$ cat src/rtl/fetch.sv
// Instruction fetch stage with IF/ID register, stall hold buffer and redirect handling.
// Define FETCH_TRACE_EN to print IF/ID loads and redirect targets during simulation.
module fetch (
    input  logic        clock,
    input  logic        reset,
    output logic        imem_req,
    output logic [31:0] imem_addr,
    input  logic        imem_ready,
    input  logic [31:0] imem_data,
    input  logic        stall,
    input  logic [1:0]  selbrjumpz,
    input  logic [1:0]  selpctype,
    input  logic        compout,
    input  logic [31:0] rs_value,
    input  logic [31:0] imm,
    output logic [31:0] id_instr,
    output logic [31:0] id_pc4,
    output logic        id_valid,
    output logic [5:0]  op,
    output logic [5:0]  fn
);

    typedef enum logic [1:0] {FETCH, HOLD, DROP} state_t;

    state_t      state, state_next;
    logic [31:0] pc, pc_next, pc_plus4;
    logic [31:0] hold_instr, hold_instr_next, hold_pc4, hold_pc4_next;
    logic [31:0] saved_target, saved_target_next;
    logic [31:0] id_instr_next, id_pc4_next;
    logic        id_valid_next;
    logic        taken, redirect;
    logic [31:0] target;

    assign pc_plus4  = pc + 32'd4;
    assign imem_req  = reset && (state != HOLD);
    assign imem_addr = pc;
    assign op        = id_instr[31:26];
    assign fn        = id_instr[5:0];

    always_comb begin
        taken    = (selbrjumpz == 2'b01) || ((selbrjumpz == 2'b10) && compout);
        redirect = id_valid && taken && (selpctype != 2'b11);
        case (selpctype)
            2'b00:   target = id_pc4 + {imm[29:0], 2'b00};
            2'b01:   target = {rs_value[31:2], 2'b00};
            2'b10:   target = {id_pc4[31:28], imm[25:0], 2'b00};
            default: target = pc_plus4;
        endcase
    end

    // Redirect wins over everything: it flushes IF/ID and the hold buffer on the same edge.
    always_comb begin
        state_next        = state;
        pc_next           = pc;
        hold_instr_next   = hold_instr;
        hold_pc4_next     = hold_pc4;
        saved_target_next = saved_target;
        id_instr_next     = id_instr;
        id_pc4_next       = id_pc4;
        id_valid_next     = id_valid;
        case (state)
            FETCH: begin
                if (redirect) begin
                    id_valid_next = 1'b0;
                    id_instr_next = 32'h0;
                    if (imem_ready) begin
                        pc_next = target;
                    end else begin
                        saved_target_next = target;
                        state_next        = DROP;
                    end
                end else if (imem_ready) begin
                    pc_next = pc_plus4;
                    if (stall) begin
                        hold_instr_next = imem_data;
                        hold_pc4_next   = pc_plus4;
                        state_next      = HOLD;
                    end else begin
                        id_instr_next = imem_data;
                        id_pc4_next   = pc_plus4;
                        id_valid_next = 1'b1;
                    end
                end else if (!stall) begin
                    // Decode consumed its instruction and nothing arrived: insert a bubble.
                    id_valid_next = 1'b0;
                    id_instr_next = 32'h0;
                end
            end
            HOLD: begin
                if (redirect) begin
                    id_valid_next   = 1'b0;
                    id_instr_next   = 32'h0;
                    hold_instr_next = 32'h0;
                    hold_pc4_next   = 32'h0;
                    pc_next         = target;
                    state_next      = FETCH;
                end else if (!stall) begin
                    id_instr_next   = hold_instr;
                    id_pc4_next     = hold_pc4;
                    id_valid_next   = 1'b1;
                    hold_instr_next = 32'h0;
                    hold_pc4_next   = 32'h0;
                    state_next      = FETCH;
                end
            end
            DROP: begin
                if (redirect) begin
                    id_valid_next     = 1'b0;
                    id_instr_next     = 32'h0;
                    saved_target_next = target;
                end
                if (imem_ready) begin
                    pc_next           = redirect ? target : saved_target;
                    saved_target_next = 32'h0;
                    state_next        = FETCH;
                end
            end
            default: state_next = FETCH;
        endcase
    end

    always_ff @(posedge clock) begin
        if (!reset) begin
            state        <= FETCH;
            pc           <= 32'h0;
            hold_instr   <= 32'h0;
            hold_pc4     <= 32'h0;
            saved_target <= 32'h0;
            id_instr     <= 32'h0;
            id_pc4       <= 32'h0;
            id_valid     <= 1'b0;
        end else begin
            state        <= state_next;
            pc           <= pc_next;
            hold_instr   <= hold_instr_next;
            hold_pc4     <= hold_pc4_next;
            saved_target <= saved_target_next;
            id_instr     <= id_instr_next;
            id_pc4       <= id_pc4_next;
            id_valid     <= id_valid_next;
        end
    end

`ifdef FETCH_TRACE_EN
    always_ff @(posedge clock) begin
        if (reset) begin
            if (redirect)
                $display("%0t fetch redirect target=%h", $time, target);
            else if ((state == FETCH && imem_ready && !stall) || (state == HOLD && !stall))
                $display("%0t fetch load pc=%h instr=%h", $time, id_pc4_next - 32'd4, id_instr_next);
        end
    end
`endif

endmodule

$ cat config.mk
export PLATFORM = sky130hd
export DESIGN_NAME = fetch
export DESIGN_NICKNAME = d
export VERILOG_FILES = /design/src/rtl/fetch.sv
export SDC_FILE = /design/constraint.sdc
export NUM_CORES = 1
export LEC_CHECK = 0
export ABC_AREA = 1
export CAP_MARGIN = 15
export CORE_ASPECT_RATIO = 1.1
export CORE_MARGIN = 5
export CORE_UTILIZATION = 40
export DETAILED_ROUTE_END_ITERATION = 16
export PLACE_DENSITY = 0.6
export SYNTH_ARGS = -nofsm -noshare
export SYNTH_HDL_FRONTEND = slang
export SYNTH_SLANG_ARGS = --single-unit
$ cat constraint.sdc
create_clock -name clock -period 6.3 [get_ports clock]
set_clock_uncertainty 0.15 [all_clocks]
set_input_delay 1.89 -clock clock [delete_from_list [all_inputs] [get_ports clock]]
set_output_delay 1.89 -clock clock [all_outputs]
set_load 0.05 [all_outputs]
-- Word-level counts from Yosys, hierarchy flattened
Cells that the tools add are included.
- register bits: 195
- input port bits: 105
- output and inout port bits: 110
- word-level logic and storage cells: 102
- add/subtract/negate cells: 2
- equality and inequality tests: 25
- multiplexer cells: 50
- reduce and logical (&&, ||, !) cells: 17
- operator list (kind ; count):
    $mux 32 ; 28
    $pmux 32 s3 ; 3
    $pmux 32 s2 ; 4
    $add 32x3->32 const B ; 1
    $add 32x32->32 ; 1
    $ne 2x2->1 const B ; 12
    $ne 3x3->1 const B ; 5
    $mux 2 ; 7
    $reduce_and 5->1 ; 2
    $reduce_and 4->1 ; 2
    $eq 2x1->1 const B ; 3
    $eq 2x2->1 const B ; 3
    $mux 1 ; 6
    $pmux 2 s3 ; 1
    $reduce_and 3->1 ; 2
    $reduce_and 6->1 ; 1
    $logic_and 1x1->1 ; 4
    $logic_not 2->1 ; 2
    $ne 4x4->1 const B ; 1
    $reduce_bool 2->1 ; 2
    $pmux 1 s3 ; 1
    $reduce_bool 3->1 ; 1
    $ne 2x1->1 const B ; 1
    $logic_or 1x1->1 ; 1

-- Longest topological paths before layout
- depth after elaboration: 8
- gate-level depth with buffers: 19
- mapped depth without buffers: 19

-- Worst setup path after synthesis
OpenSTA, ideal clock, no wires.
- path type: in2out
- start: input reset
- end: output imem_req
- arrival: 3.039 ns
- data required time: 4.260 ns
- slack: 1.221 ns
- stages: 4
- path buffers: 2
- cells stage by stage: buf_2 -> inv_2 -> nor2_1 -> clkbuf_1
- longest elaborated chain between the ends: 1
- RTL lines (element ; line ; text):
    start: declaration ; 5 ; input logic reset,
    $logic_and 1x1->1 ; 35 ; assign imem_req = reset && (state != HOLD);
    end: declaration ; 6 ; output logic imem_req,
Every way passes these cells.

-- Final worst setup path
- start: input imm[0]
- end: register pc[8] (netlist: imem_addr[8])
- longest elaborated chain between the ends: 5
- elaborated cells on any way between the ends: 8
- those cells by class: add/sub: 1; mux: 7
- RTL lines (element ; line ; text):
    start: declaration ; 15 ; input logic [31:0] imm,
    $add 32x32->32 * ; 44 ; 2'b00: target = id_pc4 + {imm[29:0], 2'b00};
    $pmux 32 s3 * ; 43 ; case (selpctype)
    $mux 32 (on tied branches) ; 90, 66 ;
    $mux 32 (on tied branches) ; 112, 63 ;
    $pmux 32 s3 * ; 61 ; case (state)
    end signal: assignment ; 134 ; pc <= pc_next;
    end: declaration ; 26 ; logic [31:0] pc, pc_next, pc_plus4;
Every way passes the cells marked *; elsewhere a longest branch is shown, timed or not. The select of a mux whose other input is x is not followed.
A chain may end at the register's enable or synchronous reset.

==> out/results.ini <==
[synth]
synth.most_common_cell = nand2_1
synthArstFlopShare = 0
synthesis.area_um2 = 13200
synth_ff_type = dfxtp_1
synthTopCellsByCount = 647 x nand2_1, 276 x a21oi_1, 251 x inv_1, 235 x nand3_1, 195 x dfxtp_1
yosysTopAreaCellShare = 0.296
syn_avg_cell_area_um2 = 6.03
syn_inst = 2185
yosys_register_bits = 195
synth_edf_count = 0
synth_area_leader_cell = dfxtp_1
synth.distinct_cells = 51
synth_warnings = 0
ys_seq_area_frac = 0.296
syn_nets = 2325
synth_area_leaders = dfxtp_1 30%, nand2_1 18%, a21oi_1 10%

[clocking]
cts_root_buf = clkbuf_16
cts_buffer_depth = 2
cts.sinks = 195
cts_buffers = 17
clk_latency_ns = 0.44
post-cts-setup-buffer-count = 0
cts_tree = built
path_clk_slew_ns = 0.08
cts_resized = 0
hold_buffers = 0
htree_levels = 4

[worst_setup_path]
crit_top_cell = nor2_1
worstPathCellList = clkdlybuf4s50_1 -> ha_1 -> inv_1 -> fa_1 -> nor2_1 -> nor2_1 -> o21ai_1 -> nor2_1 -> o211ai_1 -> nand3_1 -> o21ai_0 -> nand2_1 -> nand3b_1 -> nand2_1 -> inv_1
cp_slowest_stage_delay_ns = 0.55
r2r_slack_ns = 2.81
cp_max_fo = 4
cp.arrival_ns = 4.92
cp_data_required_time_ns = 6.54
worst_setup_path_start_kind = input port
slowest_stage = o211ai_1
cp-end-kind = flip-flop
crit_type = input port to flip-flop
path_delay_family = compound AO/OA/AOI/OAI gates
critPathBufInv = 3

[die]
rows = 69
fp.dieW_um = 183
io_pins = 215
start_util = 0.406
core_um2 = 32500
die_h_um = 200
dieArea_um2 = 36700

[sta]
finalCritPeriodShare = 0.743
setup_tns_ns = 0
max_freq_ghz = 0.214
tightest_slew_ns = 1.08
rsz0062_at_grt = false
finalHoldViolations = 0
setup_viol = 0
relSlewSlack = 0.280
period_needed_ns = 4.68
slew_violations = 0

[final_layout]
diodes = 0
finalInstanceArea_um2 = 16000
drive_gt1_frac = 0.0451
syn_to_final_growth_pct = 21.1
fillers = 3476
layout.cells.non_filler = 2752
layout.nets = 2453

[drt]
routed_wl_mm = 52.5
ant_nets = 0
drc_errors = 0
first_pass_iters = 10
via_per_inst = 5.46
drt_iter0_markers = 1292
vias = 15000
wire_per_inst_um = 19.1

[global_route]
grt_max_degree = 71
overflow = 0
track_usage = 0.273
grt_pass1_wl_mm = 80.2
antenna_found_initial = 0
grt_pass1_vias = 14000

[power_and_ir_drop]
pwr-share-comb = 0.608
p_leak_nw = 7.11
p_int_mw = 3.55
switching_share = 0.543
clock_power_share = 0.138
ir_worst_vdd_mv = 0.277
powerDensity_nw_per_um2 = 487
p_switching_mw = 4.22
seq_power_share = 0.255

[outcome]
status = finished, final reports clean

[placement]
dpl.cell_count = 2720
placed_area_um2 = 15400
io_buffers = 210
place_hpwl_mm = 38.5
gp_congestion = 0.973

[flow_run]
drv_cap = 0

[worst_hold_path]
min_path_type = flip-flop to flip-flop

cell usage in the layout (no fill, tap or decap), types with 2 or more instances in the layout:
master,count
a21o_1,2
a21oi_1,276
a221oi_1,3
a22oi_1,2
a31oi_1,13
a32oi_1,2
buf_4,27
clkbuf_16,17
clkdlybuf4s50_1,208
clkinv_2,2
clkinvlp_4,4
dfxtp_1,195
ha_1,34
inv_1,251
inv_2,10
inv_6,4
inv_8,2
nand2_1,647
nand2_2,5
nand3_1,235
nand3_2,3
nand3b_1,17
nand4_1,17
nor2_1,85
nor2_2,5
nor2_4,3
nor3_1,16
o211ai_1,4
o21ai_0,176
o21ai_1,8
o21ai_2,3
o21bai_1,5
o22ai_1,5
or2_1,2
or2_2,10
xor2_1,7
final cells by class:
type	count	area [um^2]	area share
Timing Repair Buffer	237	2310	0.145
Sequential cell	195	3900	0.245
Inverter	262	983	0.0616
Tap cell	426	533	0.0334
Multi-Input combinational cell	1600	7670	0.481
Clock inverter	14	123	0.00769
Clock buffer	18	429	0.0269
sequential cells by signal, indices dropped and copies added (netlist names):
register	count
id_instr	32
id_pc4	32
hold_instr	32
id_valid	1
hold_pc4	32
state	2
imem_addr	32
saved_target	32
worst paths after layout:
check	start	to	cells past startpoint
worst max register to register	state[1]	id_pc4[27]	10
worst min-delay path	hold_instr[29]	hold_instr[29]	2
worst min register to register	hold_instr[29]	hold_instr[29]	2
worst max-delay path	imm[0]	imem_addr[8]	15
power groups by stage:
stage	Combinational [mW]	Sequential (mW)	Clock, mW
6_report	4.72	1.98	1.07
5_1_grt	5.17	2.03	1.13
4_1_cts	4.69	1.98	1.08
3_5_place_dp	4.67	2.00	0
3_3_place_gp	4.65	2.00	0
2_1_floorplan	2.52	2.66	0
metrics by stage:
stage	hold slack, ns	util	total power [mW]	worst slack [ns]
2_1_floorplan	0.276	-	5.18	1.22
3_3_place_gp	0.283	0.474	6.64	1.31
3_5_place_dp	0.287	0.474	6.67	1.28
4_1_cts	0.300	0.491	7.75	1.71
5_1_grt	0.322	0.491	8.34	1.43
6_report	0.297	0.491	7.77	1.62
metal layers:
| metal | wire length, um | vias up | global-route usage |
|---|---|---|---|
| li1 | - | 7399 | - |
| met1 | 23700 | 6958 | 0.381 |
| met2 | 23400 | 612 | 0.427 |
| met3 | 4560 | 48 | 0.0666 |
| met4 | 890 | 0 | 0.0620 |
| met5 | 0 | - | 0 |
cells by family after synthesis:
family                     after synthesis  share of synthesized area
adders and majority gates               35                     0.0338
muxes                                    1                   0.000760
xor gates and xnor gates                 8                    0.00532
AOI/OAI and AO/OA                      507                      0.202
and+or+nand+nor                       1049                      0.340
DFF                                    195                      0.296
buffers and inverters                  390                      0.122
tightest hold or removal path: cells and delay by family (launching register included):
kind	cells	cell delay (ns)
flops	1	0.30
compound gates	1	0.05
buf+inv	1	0.05
Power figures use the tool's default switching activity.
==> variant (same flow settings) <==
Encoding of `state_t`: now one-hot (3 bits for 3 states).
--- a/src/rtl/fetch.sv
+++ b/src/rtl/fetch.sv
@@ -22,3 +22,3 @@
 
-    typedef enum logic [1:0] {FETCH, HOLD, DROP} state_t;
+    typedef enum logic [2:0] {FETCH = 3'b001, HOLD = 3'b010, DROP = 3'b100} state_t;
 
Check against the original RTL: same outputs for any inputs over 4 cycles, from zero or initial values and one cycle with reset low; so few cycles prove little.
==> variant against the original RTL <==
Core utilization is 0.30 points higher. Worst setup slack lost 99 ps. Synthesized area fell by 1.9%. Power decreased by 7.3%. Sequential cell count increased by 1. Critical endpoint is now imem_req. Synthesized cell count down 2.7%. Via count shrank 1.4%. Global-route usage grew 0.94 points. Sequential share of layout area up 0.24 points. Wire length fell by 0.51%. Die area down 1.8%. Cell area is 0.46% lower. First-iteration DRC count is 8.1% lower.
==> variant: results (changes against the original RTL) <==
| Metric | Value |
|---|---|
| Mapped Avg Cell Area | 6.08 sq um (+0.84%) |
| Synth area leaders | dfxtp_1 (30%), nand2_1 (19%), a21oi_1 (7.3%) |
| DR WL/cell | 19.3 um (+1.3%) |
| P_leak | 6.99 nW (-1.6%) |
| Initial antenna violation count | 2 (+2) |
| Total GRT Usage | 28.2% (+0.94 points) |
| Pin count of the biggest net entering global routing | 103 (+45%) |
| Dpl hpwl | 37.7 mm (-1.9%) |
| Library cells used by synthesis | 47 (-7.8%) |
| Max stage delay on crit path | 370 ps (-180 ps) |
| Arrival time at the worst endpoint | 2740 ps (-2180 ps) |
| Iter 0 DRT Violations | 1187 (-8.1%) |
| Vias in the first global route | 14038 (+0.55%) |
| Placed Instances | 2669 (-1.9%) |
| Cell family with most CP delay | buffers and inverters |
| Router iterations before antenna repair | 8 (-2) |
| Worst path slowest cell | buf_4 |
| Post-Place Cell Area | 15300 sq um (-0.97%) |
| Outcome | complete, no violations |
| Largest fanout on the critical path | 33 (+29) |
| Ratio of cells with drive above 1 in the final layout | 5.32% (+0.80 points) |
| Placement Setup Slack | 1160 ps (-115 ps) |
| First-pass GRT wire length | 80.2 mm (about the same) |
| Vias | 14807 (-1.4%) |
| Syn Nets | 2261 (-2.8%) |
| Post-synthesis sequential area ratio | 30.4% (+0.74 points) |
| Num CTS Buffers | 17 (unchanged) |
| Vias per inst | 5.48 (+0.43%) |
| Peak supply drop | 0.272 mV (-1.9%) |
| Synth top cells by count | nand2_1 (665), inv_1 (212), dfxtp_1 (196), a21oi_1 (189), nand3_1 (180) |
| Nets@finish | 2398 (-2.2%) |
| Max-slew headroom | 25.9% (-2.0 points) |
| Clk slew on worst S/H paths | 80 ps (about the same) |
| Routability cong. | 0.948 (-2.6%) |
[variant: cell type report]
class	instances	area, sq um
Multi-Input combinational cell	1585	7640
Antenna cell	1	2.50
Inverter	225	845
Tap cell	426	533
Sequential cell	196	3920
Clock buffer	17	425
Fill cell	3360	16200
Clock inverter	15	200
Timing Repair Buffer	237	2310
[variant: logic make-up after synthesis]
logic type / Yosys count / synth area share (%)
compound gates: 492 / 21.1
xor+xnor: 7 / 0.474
flops: 196 / 30.4
simple gates: 1055 / 34.3
buf+inv: 344 / 10.7
fa+ha+maj: 31 / 3.06
[variant: routing by layer]
metal | GRT usage (%) | vias to the layer above | part of all wire [%]
met4 | 13.5 | 2 | 5.1
met3 | 5.69 | 98 | 6.7
met5 | 0 | - | 0.038
li1 | - | 7272 | -
met1 | 34.6 | 6859 | 41
met2 | 47.7 | 576 | 47
[variant: worst paths after layout]
path	from	end	slack, ps	cells after the start
worst max-delay path	reset	imem_req	1520	5
worst min-delay path	hold_pc4[25]	hold_pc4[25]	310	2
worst max register to register	state[0]	imem_addr[6]	2630	16
worst min register to register	hold_pc4[25]	hold_pc4[25]	310	2
[variant: power by group]
| group | total, mW | switching (mW) | internal, mW |
|---|---|---|---|
| Clock | 1.16 | 0.609 | 0.552 |
| Combinational | 4.05 | 2.80 | 1.25 |
| Sequential | 1.99 | 0.368 | 1.62 |
| Total | 7.21 | 3.78 | 3.43 |
[variant: worst min-delay path, stage by stage, from the launching register on]
cell     delay, ps
dfxtp_1        310
nand2_1         50
o21ai_1         50
